$ cat src/rtl/serial_subtractor_if.sv
// Operand/result bus for the bit-serial subtractor.
// Handshake: start is taken only on an edge where ready=1; A, B and Bin are sampled on that edge alone.
// done is a one-cycle pulse during which D/Bout/overflow are valid. ready and done are never high together.
interface serial_subtractor_if #(
  parameter int WIDTH = 8
);
  logic             start;
  logic [WIDTH-1:0] A;
  logic [WIDTH-1:0] B;
  logic             Bin;
  logic             ready;
  logic             done;
  logic [WIDTH-1:0] D;
  logic             Bout;
  logic             overflow;

  modport master (
    output start, A, B, Bin,
    input  ready, done, D, Bout, overflow
  );

  modport slave (
    input  start, A, B, Bin,
    output ready, done, D, Bout, overflow
  );
endinterface

$ cat src/rtl/serial_subtractor.sv
// Bit-serial D = A - B - Bin, LSB first, one full-subtractor cell and a borrow flop.
// Results are published to D/Bout/overflow only when the last bit is produced.
module serial_subtractor #(
  parameter int WIDTH = 8
) (
  input  logic                clock,
  input  logic                reset,
  serial_subtractor_if.slave  bus,
  output logic [1:0]          dbg_state
);

  localparam int CW = $clog2(WIDTH) + 1;

  typedef enum logic [1:0] {
    IDLE = 2'd0,
    RUN  = 2'd1,
    DONE = 2'd2
  } state_t;

  state_t           state;
  logic [CW-1:0]    cnt;
  logic [WIDTH-1:0] a_sr;
  logic [WIDTH-1:0] b_sr;
  logic [WIDTH-1:0] res_sr;
  logic             br;
  logic [WIDTH-1:0] d_q;
  logic             bout_q;
  logic             ovf_q;

  logic a_bit;
  logic b_bit;
  logic d_bit;
  logic br_next;

  always_comb begin
    a_bit   = a_sr[0];
    b_bit   = b_sr[0];
    d_bit   = a_bit ^ b_bit ^ br;
    br_next = (~a_bit & b_bit) | (~(a_bit ^ b_bit) & br);
  end

  always_ff @(posedge clock) begin
    if (reset) begin
      state  <= IDLE;
      cnt    <= '0;
      a_sr   <= '0;
      b_sr   <= '0;
      res_sr <= '0;
      br     <= 1'b0;
      d_q    <= '0;
      bout_q <= 1'b0;
      ovf_q  <= 1'b0;
    end else begin
      case (state)
        IDLE: begin
          if (bus.start) begin
            a_sr   <= bus.A;
            b_sr   <= bus.B;
            br     <= bus.Bin;
            res_sr <= '0;
            cnt    <= '0;
            state  <= RUN;
          end
        end
        RUN: begin
          a_sr   <= {1'b0, a_sr[WIDTH-1:1]};
          b_sr   <= {1'b0, b_sr[WIDTH-1:1]};
          res_sr <= {d_bit, res_sr[WIDTH-1:1]};
          br     <= br_next;
          cnt    <= cnt + 1'b1;
          if (cnt == CW'(WIDTH - 1)) begin
            // On the last bit the operand LSBs are the latched MSBs, so they drive the overflow rule.
            d_q    <= {d_bit, res_sr[WIDTH-1:1]};
            bout_q <= br_next;
            ovf_q  <= (a_bit ^ b_bit) & (d_bit ^ a_bit);
            state  <= DONE;
          end
        end
        DONE:    state <= IDLE;
        default: state <= IDLE;
      endcase
    end
  end

  assign bus.ready    = (state == IDLE);
  assign bus.done     = (state == DONE);
  assign bus.D        = d_q;
  assign bus.Bout     = bout_q;
  assign bus.overflow = ovf_q;
  assign dbg_state    = state;

endmodule

$ cat src/flat_wrapper.sv
// flat-port wrapper written by rule: the top's interface ports become plain ports
module serial_subtractor_flat 
#(
  parameter int WIDTH = 8
)
  (clock, reset, dbg_state, bus_start, bus_A, bus_B, bus_Bin, bus_ready, bus_done, bus_D, bus_Bout, bus_overflow);
  serial_subtractor_if #(.WIDTH(WIDTH)) bus_i ();
  input  logic clock;
  input  logic reset;
  output logic [1:0] dbg_state;
  input wire logic [$bits(bus_i.start)-1:0] bus_start;
  input wire logic [$bits(bus_i.A)-1:0] bus_A;
  input wire logic [$bits(bus_i.B)-1:0] bus_B;
  input wire logic [$bits(bus_i.Bin)-1:0] bus_Bin;
  output wire logic [$bits(bus_i.ready)-1:0] bus_ready;
  output wire logic [$bits(bus_i.done)-1:0] bus_done;
  output wire logic [$bits(bus_i.D)-1:0] bus_D;
  output wire logic [$bits(bus_i.Bout)-1:0] bus_Bout;
  output wire logic [$bits(bus_i.overflow)-1:0] bus_overflow;
  assign bus_i.start = bus_start;
  assign bus_i.A = bus_A;
  assign bus_i.B = bus_B;
  assign bus_i.Bin = bus_Bin;
  assign bus_ready = bus_i.ready;
  assign bus_done = bus_i.done;
  assign bus_D = bus_i.D;
  assign bus_Bout = bus_i.Bout;
  assign bus_overflow = bus_i.overflow;
  serial_subtractor #(.WIDTH(WIDTH)) u_core (.clock(clock), .reset(reset), .bus(bus_i), .dbg_state(dbg_state));
endmodule
$ cat config.mk
export PLATFORM = sky130hd
export DESIGN_NAME = serial_subtractor_flat
export DESIGN_NICKNAME = d
export VERILOG_FILES = /design/src/rtl/serial_subtractor_if.sv /design/src/rtl/serial_subtractor.sv /design/src/flat_wrapper.sv
export SDC_FILE = /design/constraint.sdc
export NUM_CORES = 1
export LEC_CHECK = 0
export ABC_AREA = 1
export BUFFER_PORTS_ARGS = -buffer_cell sky130_fd_sc_hd__clkbuf_2
export CORE_UTILIZATION = 58
export DETAILED_ROUTE_END_ITERATION = 8
export MAX_ROUTING_LAYER = met4
export PLACE_DENSITY = 0.83
export SLEW_MARGIN = 20
export SYNTH_ARGS = -nofsm -noshare
export SYNTH_HDL_FRONTEND = slang
export SYNTH_SLANG_ARGS = --single-unit
$ cat constraint.sdc
create_clock -name clock -period 3.8 [get_ports clock]
set_input_delay 0.19 -clock clock [delete_from_list [all_inputs] [get_ports clock]]
set_output_delay 0.19 -clock clock [all_outputs]
set_load 0.02 [all_outputs]
==> impl_metrics.json <==
{
  "status": "complete, but fails checks",
  "violations": "DRC",
  "worst_setup_path_start_kind": "flop",
  "ctsResizeCount": 0,
  "initial_core_util": 0.6254,
  "row_count": 19,
  "cap_violations": 0,
  "synthTopCellsByArea": "dfxtp_1 45%, nand2_1 16%, nand3_1 11%",
  "cts_setup_buffers": 0,
  "n_antenna_cell": 0,
  "vias": 1619,
  "die_area_um2": 3275,
  "yosys.area_share.simple": 0.3614,
  "fillers": 278,
  "rsz0062_at_grt": "no",
  "irDropWorstVdd_mv": 0.2552,
  "fin_area_um2": 1959,
  "seqCellArea_um2": 800.8,
  "path_buf_inv": 1,
  "drive_above_1_share": 0.1573,
  "relSlewSlack": 0.5213,
  "grt_use_total": 0.2489,
  "routabilityCongestion": 0.7853,
  "utilization": 0.6926,
  "grt_pass1_vias": 1457,
  "htree_levels": 2,
  "multi_input_area_um2": 799.5,
  "synth_xor_area_frac": 0,
  "drtPass1Iterations": 6,
  "arrival_ns": 2.20,
  "drt_iter0_markers": 46,
  "holdWs_ns": 0.09256,
  "drc": 1,
  "post-route-period-util": 0.5025,
  "syn_area_per_cell_um2": 6.857,
  "ys_seq_elements": 40,
  "final_nets": 308,
  "yosysUniqueCellTypes": 16,
  "grt_max_degree": 37,
  "cts_tree": "done",
  "required_ns": 4.09,
  "min_path_type": "input port to flop",
  "root_buffer": "clkbuf_4",
  "clk_pin_slew_ns": 0.11,
  "synth_warnings": 0,
  "cp_slowest_stage_delay_ns": 0.56,
  "antenna_found_initial": 0,
  "max_freq_mhz": 523.7,
  "tns_ns": 0,
  "syn2layout_area_growth_pct": 10.75,
  "synth_top_family_by_area": "simple AND/OR/NAND/NOR gates",
  "wl_per_cell_um": 10.80,
  "path_delay_family": "simple AND/OR/NAND/NOR gates",
  "synth_area_um2": 1769,
  "synth_fa_ha_area_frac": 0.02546,
  "drtAntennaViolNets": 0,
  "grt_pass1_wl_um": 6078,
  "syn_inst": 258,
  "power.leakage_nw": 0.9206,
  "die_h_um": 57.23,
  "path_max_fanout": 36,
  "fin_skew_ns": 0.01057,
  "finalPower_mw": 0.7564,
  "finalMaxSlewViolations": 0,
  "io_pins": 34,
  "critPathKind": "flop to flop",
  "placed_area_um2": 1898,
  "synthesis.nets": 281,
  "overflow": 0,
  "fp.coreArea_um2": 2829,
  "crit_chain": "inv_1, nor2_4, nand2_1, nor2_1, nand2_1, nand2_1",
  "tightestPinTransition_ns": 0.7163,
  "crit_top_cell": "nand2_1",
  "cp_slowest_cell": "nor2_4",
  "clock_path_buffers": 2,
  "via_per_inst": 5.107,
  "synth_compound_area_frac": 0.06506,
  "setup_viol": 0,
  "hold_viol": 0,
  "dieWidth_um": 57.23,
  "hold_buffers": 0,
  "hpwl_um": 2343,
  "powerDensity_nw_per_um2": 386.0,
  "min_period_ns": 1.910,
  "insertion_delay_ns": 0.35,
  "cp-end-kind": "flop",
  "numPortBuffers": 33,
  "synth_seq_area_share": 0.4526,
  "totalWireLength_um": 3424,
  "yosysTopAreaCellShare": 0.4526,
  "synth_area_leader_cell": "dfxtp_1",
  "cts.sink_count": 40,
  "synthMuxAreaShare": 0,
  "numCtsBuffers": 5
}
path summary, 6_finish.rpt:
| check | to | slack [ns] | start | cells after the start |
|---|---|---|---|---|
| max | u_core.bus.Bout | 1.89 | u_core.dbg_state[0] | 6 |
| min | u_core.a_sr[7] | 0.09 | bus_A[7] | 3 |
| max reg2reg | u_core.bus.Bout | 1.89 | u_core.dbg_state[0] | 6 |
| min reg2reg | u_core.bus.D[2] | 0.47 | u_core.bus.D[2] | 2 |
layout by cell type, fill, tap and decap left out, types with 5 or more instances in the layout:
master	instances
nand2_1	76
dfxtp_1	40
nand3_1	39
nor2_1	36
clkbuf_2	33
inv_1	24
a21oi_1	21
clkbuf_4	5
final cells by class:
| class | instances | area share |
|---|---|---|
| repair buffers | 33 | 0.08429 |
| multi-input cells | 180 | 0.4080 |
| clock inverters | 2 | 0.005109 |
| well taps | 31 | 0.01980 |
| inverters | 25 | 0.04789 |
| clock buffers | 6 | 0.02618 |
| flip-flops and latches | 40 | 0.4087 |
registers in the layout, summed over array words and instances (netlist names):
signal and count:
u_core.cnt 4, u_core.bus.D 8, u_core.b_sr 8, u_core.dbg_state 2, u_core.br 1, u_core.a_sr 8, u_core.bus.Bout 1, u_core.res_sr 7
u_core.bus.overflow 1
worst reg2reg max path, delay by kind of cell, from the launching register on:
family | cells | cell delay (ns)
simple gates | 5 | 1.36
flops | 1 | 0.42
buf+inv | 1 | 0.09
synthesized netlist by cell type:
master and instances:
inv_1 24, o21ai_0 2, dfxtp_1 40, nor2_1 36, nor2_4 1, ha_1 2, a21oi_1 21, fa_1 1
buf_2 6, nand3_1 39, clkbuf_1 4, buf_6 2, nand2_1 76, nor2_2 2, buf_4 1, inv_2 1
where the power goes:
part	internal [mW]	switching, mW
Combinational	0.0311	0.0602
Clock	0.0881	0.134
Sequential	0.434	0.00931
through the flow:
step           std cells  worst slack [ns]
4_1_cts              317             1.842
2_1_floorplan        258             2.462
6_report             317             1.890
5_1_grt              317             1.624
3_3_place_gp         309             1.992
3_5_place_dp         309             1.862
per-layer routing:
metal	vias to the layer above	wire (um)	track usage
met5	-	0	-
met4	0	61	0.09059
met3	8	167	0.06803
met2	41	1573	0.3933
met1	714	1621	0.3052
li1	856	-	-
kinds of logic (layout without fill, tap and decap cells):
| group | after synthesis | after routing |
|---|---|---|
| and+or+nand+nor | 154 | 154 |
| DFF | 40 | 40 |
| adders and majority gates | 3 | 3 |
| buffers and inverters | 38 | 66 |
| AOI/OAI and AO/OA | 23 | 23 |
Note: power is estimated with default switching activity, not from simulation.
